==> config.mk <==
export PLATFORM = sky130hd
export DESIGN_NAME = fifo_rd_rst_gen_flat
export DESIGN_NICKNAME = d
export VERILOG_FILES = /design/src/rtl/fifo_rd_rst_gen_if.sv /design/src/rtl/fifo_rd_rst_gen.sv /design/src/flat_wrapper.sv
export SDC_FILE = /design/constraint.sdc
export NUM_CORES = 1
export LEC_CHECK = 0
export BUFFER_PORTS_ARGS = -buffer_cell sky130_fd_sc_hd__buf_2
export CAP_MARGIN = 40
export CORE_ASPECT_RATIO = 0.6
export CORE_MARGIN = 5
export CORE_UTILIZATION = 40
export CTS_BUF_LIST = sky130_fd_sc_hd__clkbuf_16
export DETAILED_ROUTE_END_ITERATION = 6
export SYNTH_ARGS = -nofsm -noshare
export SYNTH_HDL_FRONTEND = slang
export SYNTH_SLANG_ARGS = --single-unit
==> constraint.sdc <==
create_clock -name clk -period 3.3 [get_ports clk]
set_input_delay 0.66 -clock clk [delete_from_list [all_inputs] [get_ports clk]]
set_output_delay 0.66 -clock clk [all_outputs]
set_load 0.02 [all_outputs]
==> src/rtl/fifo_rd_rst_gen_if.sv <==
`default_nettype none
// ============================================================================
// Module   : fifo_rd_rst_gen_if
// Brief    : Control/status bundle between the frame reader and fifo_rd_rst_gen.
// Revision : 1.0
// ============================================================================
interface fifo_rd_rst_gen_if #(
    parameter int CNT_W = 16,
    parameter int EVT_W = 8
);
    logic             en;
    logic             rd_en;
    logic             force_rst;
    logic             fifo_rd_rst;
    logic             rst_flag;
    logic             rd_block;
    logic             busy;
    logic [CNT_W-1:0] rd_cnt;
    logic [EVT_W-1:0] evt_cnt;

    modport master (
        output en,
        output rd_en,
        output force_rst,
        input  fifo_rd_rst,
        input  rst_flag,
        input  rd_block,
        input  busy,
        input  rd_cnt,
        input  evt_cnt
    );

    modport slave (
        input  en,
        input  rd_en,
        input  force_rst,
        output fifo_rd_rst,
        output rst_flag,
        output rd_block,
        output busy,
        output rd_cnt,
        output evt_cnt
    );
endinterface
`default_nettype wire

==> src/rtl/fifo_rd_rst_gen.sv <==
`default_nettype none
// ============================================================================
// Module   : fifo_rd_rst_gen
// Brief    : Counts FIFO reads and issues a periodic/forced active-low read
//            reset pulse followed by an optional guard window.
// Revision : 1.0
// ============================================================================
module fifo_rd_rst_gen #(
    parameter int CNT_W         = 16,
    parameter int RD_LIMIT      = 500,
    parameter int RST_PULSE_CYC = 4,
    parameter int GUARD_CYC     = 2,
    parameter int EVT_W         = 8
) (
    input  wire logic           clk,
    input  wire logic           rst_n,
    fifo_rd_rst_gen_if.slave    bus
);

    localparam logic [1:0] S_COUNT = 2'd0;
    localparam logic [1:0] S_PULSE = 2'd1;
    localparam logic [1:0] S_GUARD = 2'd2;

    localparam int c_TMR_MAX = (RST_PULSE_CYC > GUARD_CYC) ? RST_PULSE_CYC : GUARD_CYC;
    localparam int c_TMR_W   = $clog2(c_TMR_MAX + 1);
    localparam bit c_HAS_GUARD = (GUARD_CYC > 0);

    localparam logic [c_TMR_W-1:0] c_PULSE_LAST = c_TMR_W'(RST_PULSE_CYC - 1);
    localparam logic [c_TMR_W-1:0] c_GUARD_LAST = c_TMR_W'(c_HAS_GUARD ? GUARD_CYC - 1 : 0);
    localparam logic [CNT_W-1:0]   c_RD_LAST    = CNT_W'(RD_LIMIT - 1);

    logic [1:0]         r_state;
    logic [1:0]         w_state_nxt;
    logic [c_TMR_W-1:0] r_tmr;
    logic [c_TMR_W-1:0] w_tmr_nxt;
    logic [CNT_W-1:0]   r_rd_cnt;
    logic [CNT_W-1:0]   w_rd_cnt_nxt;
    logic [EVT_W-1:0]   r_evt_cnt;
    logic               w_enter_pulse;

    logic               r_fifo_rd_rst;
    logic               r_rst_flag;
    logic               r_rd_block;
    logic               r_busy;
    logic               w_fifo_rd_rst_nxt;
    logic               w_rd_block_nxt;
    logic               w_busy_nxt;

    // State, timers and counters
    always_ff @(posedge clk or negedge rst_n) begin
        if (!rst_n) begin
            r_state   <= S_COUNT;
            r_tmr     <= '0;
            r_rd_cnt  <= '0;
            r_evt_cnt <= '0;
        end else begin
            r_state  <= w_state_nxt;
            r_tmr    <= w_tmr_nxt;
            r_rd_cnt <= w_rd_cnt_nxt;
            if (w_enter_pulse) begin
                r_evt_cnt <= r_evt_cnt + 1'b1;
            end
        end
    end

    // Force wins over the threshold so a coincident pair yields one pulse
    always_comb begin
        w_state_nxt   = r_state;
        w_tmr_nxt     = r_tmr;
        w_rd_cnt_nxt  = r_rd_cnt;
        w_enter_pulse = 1'b0;
        case (r_state)
            S_COUNT: begin
                if (bus.force_rst) begin
                    w_rd_cnt_nxt  = '0;
                    w_tmr_nxt     = '0;
                    w_state_nxt   = S_PULSE;
                    w_enter_pulse = 1'b1;
                end else if (bus.en && bus.rd_en) begin
                    if (r_rd_cnt == c_RD_LAST) begin
                        w_rd_cnt_nxt  = '0;
                        w_tmr_nxt     = '0;
                        w_state_nxt   = S_PULSE;
                        w_enter_pulse = 1'b1;
                    end else begin
                        w_rd_cnt_nxt = r_rd_cnt + 1'b1;
                    end
                end
            end
            S_PULSE: begin
                if (r_tmr == c_PULSE_LAST) begin
                    w_tmr_nxt   = '0;
                    w_state_nxt = c_HAS_GUARD ? S_GUARD : S_COUNT;
                end else begin
                    w_tmr_nxt = r_tmr + 1'b1;
                end
            end
            S_GUARD: begin
                if (r_tmr == c_GUARD_LAST) begin
                    w_tmr_nxt   = '0;
                    w_state_nxt = S_COUNT;
                end else begin
                    w_tmr_nxt = r_tmr + 1'b1;
                end
            end
            default: begin
                w_tmr_nxt   = '0;
                w_state_nxt = S_COUNT;
            end
        endcase
    end

    // Outputs decoded from the next state so they land on the same edge
    always_comb begin
        w_fifo_rd_rst_nxt = (w_state_nxt != S_PULSE);
        w_rd_block_nxt    = (w_state_nxt == S_PULSE) || (w_state_nxt == S_GUARD);
        w_busy_nxt        = (w_state_nxt != S_COUNT);
    end

    always_ff @(posedge clk or negedge rst_n) begin
        if (!rst_n) begin
            r_fifo_rd_rst <= 1'b1;
            r_rst_flag    <= 1'b1;
            r_rd_block    <= 1'b0;
            r_busy        <= 1'b0;
        end else begin
            r_fifo_rd_rst <= w_fifo_rd_rst_nxt;
            r_rst_flag    <= w_fifo_rd_rst_nxt;
            r_rd_block    <= w_rd_block_nxt;
            r_busy        <= w_busy_nxt;
        end
    end

    assign bus.fifo_rd_rst = r_fifo_rd_rst;
    assign bus.rst_flag    = r_rst_flag;
    assign bus.rd_block    = r_rd_block;
    assign bus.busy        = r_busy;
    assign bus.rd_cnt      = r_rd_cnt;
    assign bus.evt_cnt     = r_evt_cnt;

endmodule
`default_nettype wire
==> src/flat_wrapper.sv <==
// flat-port wrapper written by rule: the top's interface ports become plain ports
module fifo_rd_rst_gen_flat 
#(
    parameter int CNT_W         = 16,
    parameter int RD_LIMIT      = 500,
    parameter int RST_PULSE_CYC = 4,
    parameter int GUARD_CYC     = 2,
    parameter int EVT_W         = 8
)
  (clk, rst_n, bus_en, bus_rd_en, bus_force_rst, bus_fifo_rd_rst, bus_rst_flag, bus_rd_block, bus_busy, bus_rd_cnt, bus_evt_cnt);
  fifo_rd_rst_gen_if #(.CNT_W(CNT_W), .EVT_W(EVT_W)) bus_i ();
  input  wire logic clk;
  input  wire logic rst_n;
  input wire logic [$bits(bus_i.en)-1:0] bus_en;
  input wire logic [$bits(bus_i.rd_en)-1:0] bus_rd_en;
  input wire logic [$bits(bus_i.force_rst)-1:0] bus_force_rst;
  output wire logic [$bits(bus_i.fifo_rd_rst)-1:0] bus_fifo_rd_rst;
  output wire logic [$bits(bus_i.rst_flag)-1:0] bus_rst_flag;
  output wire logic [$bits(bus_i.rd_block)-1:0] bus_rd_block;
  output wire logic [$bits(bus_i.busy)-1:0] bus_busy;
  output wire logic [$bits(bus_i.rd_cnt)-1:0] bus_rd_cnt;
  output wire logic [$bits(bus_i.evt_cnt)-1:0] bus_evt_cnt;
  assign bus_i.en = bus_en;
  assign bus_i.rd_en = bus_rd_en;
  assign bus_i.force_rst = bus_force_rst;
  assign bus_fifo_rd_rst = bus_i.fifo_rd_rst;
  assign bus_rst_flag = bus_i.rst_flag;
  assign bus_rd_block = bus_i.rd_block;
  assign bus_busy = bus_i.busy;
  assign bus_rd_cnt = bus_i.rd_cnt;
  assign bus_evt_cnt = bus_i.evt_cnt;
  fifo_rd_rst_gen #(.CNT_W(CNT_W), .RD_LIMIT(RD_LIMIT), .RST_PULSE_CYC(RST_PULSE_CYC), .GUARD_CYC(GUARD_CYC), .EVT_W(EVT_W)) u_core (.clk(clk), .rst_n(rst_n), .bus(bus_i));
endmodule
Word level (Yosys, flattened, before mapping)

Cells that the tools add are included.

Add/subtract/negate cells: 3
Equality and inequality tests: 10
Mux-type cells: 19
Reduce and logical (&&, ||, !) cells: 7

Operators with widths:

| kind                                                                   | count |
|---|---|
| 16-bit 2-to-1 mux                                                      | 3 |
| 16-bit by 1-bit adder with 16-bit output, second input constant        | 1 |
| 16-bit by 9-bit equality test with 1-bit output, second input constant | 1 |
| 3-bit 2-to-1 mux                                                       | 5 |
| 2-bit 2-to-1 mux                                                       | 5 |
| 3-bit case mux with 3 select lines                                     | 1 |
| 8-bit by 1-bit adder with 8-bit output, second input constant          | 1 |
| 3-bit by 2-bit != test with 1-bit output, second input constant        | 2 |
| 2-bit case mux with 3 select lines                                     | 1 |
| 2-bit by 1-bit equality test with 1-bit output, second input constant  | 2 |
| 2-bit equality test, second input constant                             | 2 |
| 1-bit 2-to-1 mux                                                       | 4 |
| 2-bit AND reduction                                                    | 2 |
| 2-bit nonzero test                                                     | 2 |
| 3-bit by 1-bit adder with 3-bit output, second input constant          | 1 |
| 3-bit by 1-bit equality test with 1-bit output, second input constant  | 1 |
| 3-bit by 2-bit equality test with 1-bit output, second input constant  | 1 |
| 2-bit zero test                                                        | 1 |
| 2-bit by 1-bit != test with 1-bit output, second input constant        | 1 |
| 1-bit logical AND                                                      | 1 |
| 1-bit logical OR                                                       | 1 |

Register bits: 32
Input bits: 5
Output and inout bits: 28
Word-level logic and storage cells: 46

Logic depth before layout (Yosys ltp)

Gate-level depths: netlist of the first run.

Depth in word-level cells: 7
Mapped depth: 9
Gate-level depth less buffers: 9

Worst setup path before layout of the first run

No wires, ideal clock.

Kind: register to register
From: reg u_core.r_rd_cnt[3], in the netlist u_core.bus.rd_cnt[3]
To: reg u_core.r_rd_block, in the netlist u_core.bus.rd_block
Setup time: 0.126 ns
Data arrival time: 2.213 ns
Required time: 3.174 ns
Setup slack: 0.961 ns
Cell stages (with the launch flop): 7
Path buffers: 0
Clock period less this slack: 2.339 ns
Path through: dfrtp_1 > or4_4 > o41ai_4 > nand2_2 > a211oi_2 > inv_2 > ha_1

Word-level cells in the longest chain between the ends: 7
Elaborated cells on any way between the ends: 8
Those cells by class: eq/ne (3); mux (4); reduce/logical (1)

Ends and longest elaborated chain:

| what                                                                                  | line                   | text |
|---|---|---|
| from (decl)                                                                           | fifo_rd_rst_gen.sv:36  | `logic [CNT_W-1:0] r_rd_cnt;` |
| from (signal assigned)                                                                | fifo_rd_rst_gen.sv:59  | `r_rd_cnt <= w_rd_cnt_nxt;` |
| 16-bit by 9-bit equality test with 1-bit output (*)                                   | fifo_rd_rst_gen.sv:80  | `if (r_rd_cnt == c_RD_LAST) begin` |
| 2-bit 2-to-1 mux (*)                                                                  | fifo_rd_rst_gen.sv:80  |  |
| 2-bit 2-to-1 mux (*)                                                                  | fifo_rd_rst_gen.sv:79  | `end else if (bus.en && bus.rd_en) begin` |
| 2-bit 2-to-1 mux (*)                                                                  | fifo_rd_rst_gen.sv:74  | `if (bus.force_rst) begin` |
| 2-bit case mux with 3 select lines (*)                                                | fifo_rd_rst_gen.sv:72  | `case (r_state)` |
| via u_core.w_state_nxt[0]                                                             | fifo_rd_rst_gen.sv:33  | `logic [1:0] w_state_nxt;` |
| 2-bit by 1-bit equality test with 1-bit output or 2-bit equality test (tied branches) | fifo_rd_rst_gen.sv:116 | `w_rd_block_nxt = (w_state_nxt == S_PULSE) \|\| (w_state_nxt == S_GUARD);` |
| 1-bit logical OR (*)                                                                  | fifo_rd_rst_gen.sv:116 |  |
| via u_core.w_rd_block_nxt                                                             | fifo_rd_rst_gen.sv:46  | `logic w_rd_block_nxt;` |
| to (signal assigned)                                                                  | fifo_rd_rst_gen.sv:129 | `r_rd_block <= w_rd_block_nxt;` |
| to (decl)                                                                             | fifo_rd_rst_gen.sv:43  | `logic r_rd_block;` |

Mark *: on every way through the listed nets, which the timed path passes. The rest lies on a longest branch.
A chain may end at the register's enable or synchronous reset.

Worst setup path in the final report of the first run

Ends and elaborated chain as after synthesis.

==> results of run 1 <==
-- per-layer routing --
layer  global-route usage  part of all wire  routed length, um
met2                0.169              0.36               1310
met4               0.0431            0.0060                 22
met1                0.217              0.57               2090
met3               0.0644             0.067                246
met5                    0                 0                  0
-- report_power, final --
group | leakage (nW) | switching (W) | internal, W
clock network | 0.0850 | 0.000162 | 0.000351
logic | 0.501 | 0.000289 | 0.000170
registers | 0.416 | 0.0000918 | 0.000486
-- critical path, stage by stage, from the launching register on --
cell      delay, ns
dfrtp_1        0.44
or4_4          0.58
o41ai_4        0.43
nand2_2        0.21
a211oi_2       0.37
inv_2          0.05
ha_1           0.29
-- cells in the mapped netlist (all sizes together), types with 2 or more instances --
| library cell | instances | area [um2] |
|---|---|---|
| a21oi | 3 | 15.0 |
| and3 | 3 | 18.8 |
| buf | 3 | 20.0 |
| dfrtp | 31 | 776 |
| ha | 12 | 150 |
| inv | 14 | 52.6 |
| mux2 | 2 | 22.5 |
| nand2 | 18 | 70.1 |
| nand2b | 2 | 12.5 |
| nand3 | 9 | 45.0 |
| nand4 | 8 | 50.1 |
| nor2 | 17 | 63.8 |
| nor2b | 2 | 12.5 |
| nor3 | 5 | 25.0 |
| nor4 | 2 | 12.5 |
| o21ai | 8 | 40.0 |
| o22ai | 3 | 18.8 |
| o31ai | 2 | 15.0 |
| or3 | 3 | 18.8 |
| xnor2 | 6 | 52.6 |
| xor2 | 9 | 78.8 |
-- flip-flops by register name (all words and copies together), names as in the netlist --
signal / flops
u_core.r_tmr: 3
u_core.r_state: 2
u_core.bus.rd_block: 1
u_core.bus.rd_cnt: 16
u_core.bus.fifo_rd_rst: 1
u_core.bus.busy: 1
u_core.bus.evt_cnt: 8
-- cells by family after synthesis --
family                     share of synthesized area
DFF                                            0.466
and+or+nand+nor                                0.216
xor gates and xnor gates                      0.0763
muxes                                         0.0131
buffers and inverters                         0.0421
AOI/OAI and AO/OA                             0.0995
adders and majority gates                     0.0871
-- final timing paths --
kind                                          to  cells past startpoint                  start  slack, ns
max in group asynchronous   u_core.bus.rd_cnt[8]                      1                  rst_n       2.39
max reg2reg                  u_core.bus.rd_block                      6   u_core.bus.rd_cnt[3]       0.82
min                              u_core.r_tmr[2]                      1                  rst_n       0.44
max                          u_core.bus.rd_block                      6   u_core.bus.rd_cnt[3]       0.82
min reg2reg                u_core.bus.evt_cnt[7]                      1  u_core.bus.evt_cnt[7]       0.47
min in group clk           u_core.bus.evt_cnt[7]                      1  u_core.bus.evt_cnt[7]       0.47
-- cell type report --
class / instances / area (um2)
flip-flops and latches: 32 / 802
fillers: 406 / 2040
repair buffers: 32 / 160
clock buffers: 5 / 125
inverters: 14 / 52.6
multi-input cells: 126 / 848
clock inverters: 3 / 38.8
well taps: 60 / 75.1
-- stage by stage --
step	instances	hold slack, ns	util	setup slack, ns
after floorplan	175	0.364	-	0.961
after global placement	264	0.454	0.468	0.902
after detailed placement	264	0.468	0.468	0.833
after CTS	272	0.466	0.507	0.807
after global routing	272	0.502	0.507	0.664
final	272	0.436	0.507	0.821
==> impl_metrics.env, run 1 <==
export IMPL_cap_violations=0
export IMPL_dr_pass1_iters=4
export IMPL_antennaDiodeCount=0
export IMPL_grt_antenna_before_repair=0
export IMPL_tritoncts="built"
export IMPL_power_w=0.00155
export IMPL_worstSetupEndpointType="flop"
export IMPL_drtIter0Drc=87
export IMPL_crit_arrival_ns=2.64
export IMPL_totalWireLength_um=3670
export IMPL_hpwl_um=2690
export IMPL_die_h_um=60.8
export IMPL_cts_setup_buffers=0
export IMPL_core_area_mm2=0.00414
export IMPL_timing_setup_tns_ns=0
export IMPL_critical_path_required_ns=3.46
export IMPL_cp_start_kind="flop"
export IMPL_setup_viol=0
export IMPL_syn_instance_count=175
export IMPL_cts_num_sinks=32
export IMPL_syn_num_nets=192
export IMPL_via_count=1328
export IMPL_fin_skew_ns=0.00401
export IMPL_async_flop_share=1.00
export IMPL_p_leak_nw=1.00
export IMPL_cts_repair_resized=0
export IMPL_ant_nets=0
export IMPL_grt_pass1_wl_um=6030
export IMPL_track_usage=0.141
export IMPL_yosys_cell_types_count=37
export IMPL_hold_class="input port to asynchronous set/reset pin"
export IMPL_powerDensity_mw_per_mm2=737
export IMPL_ys_ff_latch=32
export IMPL_critical_path_class="flop to flop"
export IMPL_avgSynthCellArea_um2=9.85
export IMPL_rows=18
export IMPL_final_period_utilization=0.751
export IMPL_drive_gt1_frac=0.231
export IMPL_portBuffers=32
export IMPL_die_area_mm2=0.00576
export IMPL_synthFlopType="dfrtp_1"
export IMPL_ios=33
export IMPL_synthesis_area_mm2=0.00172
export IMPL_fmax_mhz=403
export IMPL_place_congestion=0.796
export IMPL_grt_setup_unrepaired="false"
export IMPL_vias_per_cell=4.88
export IMPL_hold_violations=0
export IMPL_syn2layout_area_growth_pct=22.0
export IMPL_synth_edf_count=0
export IMPL_cts_buffer_depth=2
export IMPL_grt_pass1_vias=1187
export IMPL_synth_seq_area_share=0.466
export IMPL_fp_dieW_um=94.7
export IMPL_nets=228
export IMPL_grt_max_degree=33
export IMPL_crit_fanout=7
export IMPL_clk_latency_ns=0.28
export IMPL_ir_drop_uv=350
export IMPL_placed_area_mm2=0.00194
export IMPL_drc=0
export IMPL_drv_slew=0
export IMPL_cts_root_buf="clkbuf_16"
export IMPL_cts_buffers=5
export IMPL_wire_per_inst_um=13.5
export IMPL_clk_pin_slew_ns=0.05
export IMPL_yosys_warnings=0
export IMPL_start_util=0.416
export IMPL_layout_commonest_cell="buf_2"
export IMPL_overflow=0
export IMPL_fin_crit_ns=2.48
export IMPL_htreeDepth=2
export IMPL_cts_hold_buf=0
export IMPL_mostFrequentLayoutCells="32 x buf_2, 31 x dfrtp_1, 17 x nor2_1, 17 x nand2_1, 14 x inv_1"
export IMPL_final_area_mm2=0.00210
export IMPL_status="completed"
export IMPL_tightest_slew_ns=0.728
export IMPL_slew_headroom=0.515
No activity file was read; power rests on OpenSTA's default activity.
==> run 2: changes to the inputs <==
Clock period 3.3 ns to 2.5 ns, I/O delays scaled along.
==> run 2 against run 1 <==
Global-route usage is 0.98 points higher; sequential power is 31% higher; routed wire length is 6.1% higher; total power is 35% higher; non-clock buffer count is 7 higher; worst hold slack worse by 0.16 ns; flip-flop and latch count stayed put; final cell count is 2.6% higher.
==> impl_metrics.env, run 2 (synthesis gave the netlist of run 1 again) <==
export IMPL_status="completed"
export IMPL_cts_root_buf="clkbuf_16"
export IMPL_nFillCells=413
export IMPL_syn2layout_area_growth_pct=25.1
export IMPL_grt_pass1_vias=1294
export IMPL_grt_max_degree=33
export IMPL_via_count=1380
export IMPL_nets=235
export IMPL_cts_buffers=5
export IMPL_cts_hold_buf=0
export IMPL_crit_top_cell="ha_1"
export IMPL_clk_latency_ns=0.28
export IMPL_wl_met1_um=2190
export IMPL_wl_met2_um=1450
export IMPL_path_buf_inv=0
export IMPL_setup_viol=0
export IMPL_critical_path_class="flop to flop"
export IMPL_grt_antenna_before_repair=0
export IMPL_cp_start_kind="flop"
export IMPL_slew_headroom=0.518
export IMPL_top_layer_used="met4"
export IMPL_path_cells="ha_1 -> nand4bb_1 -> nor4_1 -> a311o_1 -> or2_2 -> a31o_2 -> ha_1"
export IMPL_rows=18
export IMPL_crit_arrival_ns=2.45
export IMPL_final_period_utilization=0.915
export IMPL_die_h_um=60.8
export IMPL_cts_repair_resized=0
export IMPL_timing_setup_tns_ns=0
export IMPL_drive_gt1_frac=0.256
export IMPL_critical_path_required_ns=2.66
export IMPL_worstSetupEndpointType="flop"
export IMPL_met3_wirelength_um=214
export IMPL_fin_skew_ns=0.00345
export IMPL_critPathTopFamily="compound AO/OA/AOI/OAI gates"
export IMPL_layout_commonest_cell="buf_2"
export IMPL_portBuffers=32
export IMPL_ir_drop_uv=407
export IMPL_ios=33
export IMPL_clk_pin_slew_ns=0.05
export IMPL_crit_fanout=6
export IMPL_ant_nets=0
export IMPL_track_usage=0.151
export IMPL_grt_setup_unrepaired="false"
export IMPL_tritoncts="built"
export IMPL_cap_violations=0
export IMPL_mostFrequentLayoutCells="32 x buf_2, 31 x dfrtp_1, 17 x nor2_1, 17 x nand2_1, 14 x inv_1"
export IMPL_multi_input_area_um2=848
export IMPL_slowest_stage="a311o_1"
export IMPL_p_leak_nw=1.04
export IMPL_dr_pass1_iters=4
export IMPL_max_stage_delay_ns=0.43
export IMPL_cts_setup_buffers=0
export IMPL_place_congestion=0.751
export IMPL_htreeDepth=2
export IMPL_hpwl_um=2880
export IMPL_core_area_mm2=0.00414
export IMPL_fp_dieW_um=94.7
export IMPL_drc=0
export IMPL_wire_per_inst_um=13.9
export IMPL_vias_per_cell=4.95
export IMPL_hold_class="input port to asynchronous set/reset pin"
export IMPL_tightest_slew_ns=0.723
export IMPL_die_area_mm2=0.00576
export IMPL_start_util=0.416
export IMPL_drv_slew=0
export IMPL_drtIter0Drc=39
export IMPL_hold_violations=0
export IMPL_powerDensity_mw_per_mm2=971
export IMPL_layout_cells_non_filler=279
export IMPL_dp_cells=271
export IMPL_fin_crit_ns=2.29
export IMPL_largest_reg_flops=16
export IMPL_cts_buffer_depth=2
export IMPL_r2r_slack_ns=0.21
export IMPL_totalWireLength_um=3890
export IMPL_antennaDiodeCount=0
export IMPL_fmax_mhz=437
export IMPL_final_seq_area_um2=802
export IMPL_overflow=0
export IMPL_cts_num_sinks=32
export IMPL_grt_pass1_wl_um=6440
-- run 2: cell types whose count changed in the layout (fill, tap and decap cells not counted), sizes merged --
cell	previous run	this run
buf	32	39
-- run 2: through the flow --
stage               instance area [um2]   util  setup slack, ns  hold slack [ns]  power [W]
global placement                   1990  0.480            0.260            0.457    0.00141
floorplan                          1720      -            0.161            0.204    0.00119
finish                             2150  0.520            0.213            0.279    0.00209
global route                       2150  0.520           0.0713            0.347    0.00222
detailed placement                 1990  0.480            0.214            0.466    0.00142
CTS                                2150  0.520            0.209            0.307    0.00211
-- run 2: per-layer routing --
| metal | vias to the layer above | GRT usage |
|---|---|---|
| li1 | 693 | - |
| met5 | - | 0 |
| met3 | 4 | 0.0496 |
| met2 | 31 | 0.199 |
| met4 | 0 | 0.0554 |
| met1 | 652 | 0.226 |
-- run 2: worst paths after layout --
check                                 startpoint                     to  cells after the start
max in group asynchronous                  rst_n  u_core.bus.rd_cnt[11]                      1
max reg2reg                 u_core.bus.rd_cnt[0]    u_core.bus.rd_block                      7
min reg2reg                u_core.bus.evt_cnt[7]  u_core.bus.evt_cnt[7]                      1
min in group clk           u_core.bus.evt_cnt[7]  u_core.bus.evt_cnt[7]                      1
min                                        rst_n        u_core.r_tmr[0]                      1
max                         u_core.bus.rd_cnt[0]    u_core.bus.rd_block                      7
-- run 2: layout make-up --
| type | count | share of cell area |
|---|---|---|
| clock buffers | 5 | 0.0581 |
| clock inverters | 3 | 0.0180 |
| inverters | 14 | 0.0244 |
| multi-input cells | 126 | 0.394 |
| flip-flops and latches | 32 | 0.372 |
| well taps | 60 | 0.0348 |
| repair buffers | 39 | 0.0987 |
-- run 2: power by group --
part	leakage, nW	switching, W	internal, W
Clock	0.0850	0.000218	0.000464
Combinational	0.535	0.000404	0.000250
Sequential	0.416	0.000113	0.000642
Total	1.04	0.000736	0.00136
==> run 3: changes to the inputs <==
--- a/config.mk
+++ b/config.mk
@@ -13,4 +13,5 @@
 export CTS_BUF_LIST = sky130_fd_sc_hd__clkbuf_16
 export DETAILED_ROUTE_END_ITERATION = 6
+export SETUP_SLACK_MARGIN = 0.3
 export SYNTH_ARGS = -nofsm -noshare
 export SYNTH_HDL_FRONTEND = slang
==> constraint.sdc (replaced) <==
create_clock -name clk -period 2.05 [get_ports clk]
set_input_delay 0.41 -clock clk [delete_from_list [all_inputs] [get_ports clk]]
set_output_delay 0.41 -clock clk [all_outputs]
set_load 0.05 [all_outputs]
==> run 3 against run 2 <==
Via count increased by 9.6%; final area is 19% higher; die area stayed put; combinational power grew 110%; clock skew down 0.00058 ns; register-to-register slack worse by 0.20 ns; clock power up 22%; fmax rose by 12%; final cell count up 8.2%; worst hold slack got worse by 0.098 ns; largest power group is now combinational logic.
==> impl_metrics.env, run 3 (synthesis gave the netlist of run 1 again) <==
export IMPL_status="completed"
export IMPL_grt_setup_unrepaired="true"
export IMPL_powerDensity_mw_per_mm2=1220
export IMPL_cts_hold_buf=0
export IMPL_final_area_mm2=0.00257
export IMPL_ir_drop_uv=670
export IMPL_tightest_slew_ns=0.713
export IMPL_via_count=1513
export IMPL_vias_per_cell=5.01
export IMPL_fin_crit_ns=2.04
export IMPL_grt_max_degree=33
export IMPL_combPwrFrac=0.442
export IMPL_fmax_mhz=491
export IMPL_internal_power_w=0.00184
export IMPL_fin_ws_ns=0.0121
export IMPL_portBuffers=32
export IMPL_cts_buffers=5
export IMPL_grt_antenna_before_repair=0
export IMPL_fp_dieW_um=94.7
export IMPL_start_util=0.416
export IMPL_worstSetupEndpointType="flop"
export IMPL_syn2layout_area_growth_pct=49.2
export IMPL_slew_headroom=0.524
export IMPL_hold_violations=0
export IMPL_p_leak_nw=1.16
export IMPL_cap_violations=0
export IMPL_placed_area_mm2=0.00217
export IMPL_p_clk_frac=0.265
export IMPL_ant_nets=0
export IMPL_largest_reg_flops=16
export IMPL_setup_viol=0
export IMPL_cts_num_sinks=32
export IMPL_clk_pin_slew_ns=0.05
export IMPL_dr_pass1_iters=4
export IMPL_antennaDiodeCount=0
export IMPL_cts_root_buf="clkbuf_16"
export IMPL_drtIter0Drc=80
export IMPL_power_switching_w=0.00130
export IMPL_die_area_mm2=0.00576
export IMPL_clk_latency_ns=0.27
export IMPL_dp_slack_ns=0.0203
export IMPL_drv_slew=0
export IMPL_crit_arrival_ns=2.20
export IMPL_fin_skew_ns=0.00287
export IMPL_netSwitchingFraction=0.415
export IMPL_core_area_mm2=0.00414
export IMPL_reg2reg_depth=6
export IMPL_grt_pass1_vias=1560
export IMPL_track_usage=0.175
export IMPL_place_congestion=0.880
export IMPL_drc=0
export IMPL_die_h_um=60.8
export IMPL_mostFrequentLayoutCells="32 x buf_2, 22 x buf_4, 17 x dfrtp_1, 15 x nand2_1, 14 x dfrtp_2"
export IMPL_nets=258
export IMPL_drive_gt1_frac=0.508
export IMPL_layout_commonest_cell="buf_2"
export IMPL_cp_start_kind="flop"
export IMPL_critical_path_class="flop to flop"
export IMPL_htreeDepth=2
export IMPL_grt_pass1_wl_um=7520
export IMPL_critical_path_required_ns=2.22
export IMPL_sequentialPowerShare=0.293
export IMPL_whs_ns=0.181
export IMPL_hpwl_um=3160
export IMPL_timing_setup_tns_ns=0
export IMPL_ios=33
export IMPL_totalWireLength_um=4480
export IMPL_hold_class="input port to asynchronous set/reset pin"
export IMPL_rows=18
export IMPL_crit_fanout=3
export IMPL_overflow=0
export IMPL_tritoncts="built"
export IMPL_final_period_utilization=0.994
export IMPL_cts_buffer_depth=2
export IMPL_wire_per_inst_um=14.8
[run 3: through the flow]
| stage | total power, W | utilization | instances |
|---|---|---|---|
| floorplan | 0.00183 | - | 175 |
| global placement | 0.00215 | 0.525 | 286 |
| detailed placement | 0.00218 | 0.525 | 286 |
| CTS | 0.00310 | 0.600 | 300 |
| global route | 0.00333 | 0.620 | 302 |
| finish | 0.00314 | 0.620 | 302 |
[run 3: critical path, cell delays in order (launching register included)]
cell	delay (ns)
dfrtp_2	0.40
or4_4	0.57
o41ai_4	0.26
nand2_2	0.14
a211oi_4	0.29
inv_2	0.07
ha_4	0.20
[run 3: path summary, 6_finish.rpt]
path	startpoint	end	slack (ns)
setup / recovery	u_core.bus.rd_cnt[15]	u_core.bus.rd_block	0.01
hold / removal	rst_n	u_core.bus.rd_cnt[0]	0.18
setup reg to reg	u_core.bus.rd_cnt[15]	u_core.bus.rd_block	0.01
hold reg to reg	u_core.bus.evt_cnt[7]	u_core.bus.evt_cnt[7]	0.47
max in group asynchronous	rst_n	u_core.bus.rd_cnt[11]	1.36
min in group clk	bus_force_rst	u_core.bus.rd_cnt[7]	0.46
[run 3: area by class of cell]
cell class | instances | area, um2
repair buffers | 62 | 419
multi-input cells | 126 | 1040
fillers | 359 | 1570
clock buffers | 5 | 125
well taps | 60 | 75.1
flip-flops and latches | 32 | 820
clock inverters | 3 | 42.5
inverters | 14 | 52.6
[run 3: power groups by stage]
stage	Sequential (W)	Combinational (W)	Clock, W
global placement	0.000918	0.00124	0
global route	0.000938	0.00150	0.000897
finish	0.000920	0.00139	0.000833
floorplan	0.00135	0.000479	0
CTS	0.000920	0.00133	0.000857
detailed placement	0.000928	0.00125	0
[run 3: metal layers]
metal  share of wire  up-vias  GRT usage
met3           0.048        6     0.0520
met1            0.49      735      0.237
met5               0        -          0
met4          0.0060        0     0.0637
li1                -      737          -
met2            0.46       35      0.269
[run 3: what timing repair did]
| action | in CTS | in global routing |
|---|---|---|
| cloned | 0 | 0 |
| pin swaps | 11 | 7 |
| endpoints found under the setup margin | 30 | 32 |
| setup buffers | 6 | 2 |
| gates resized for setup | 27 | 19 |
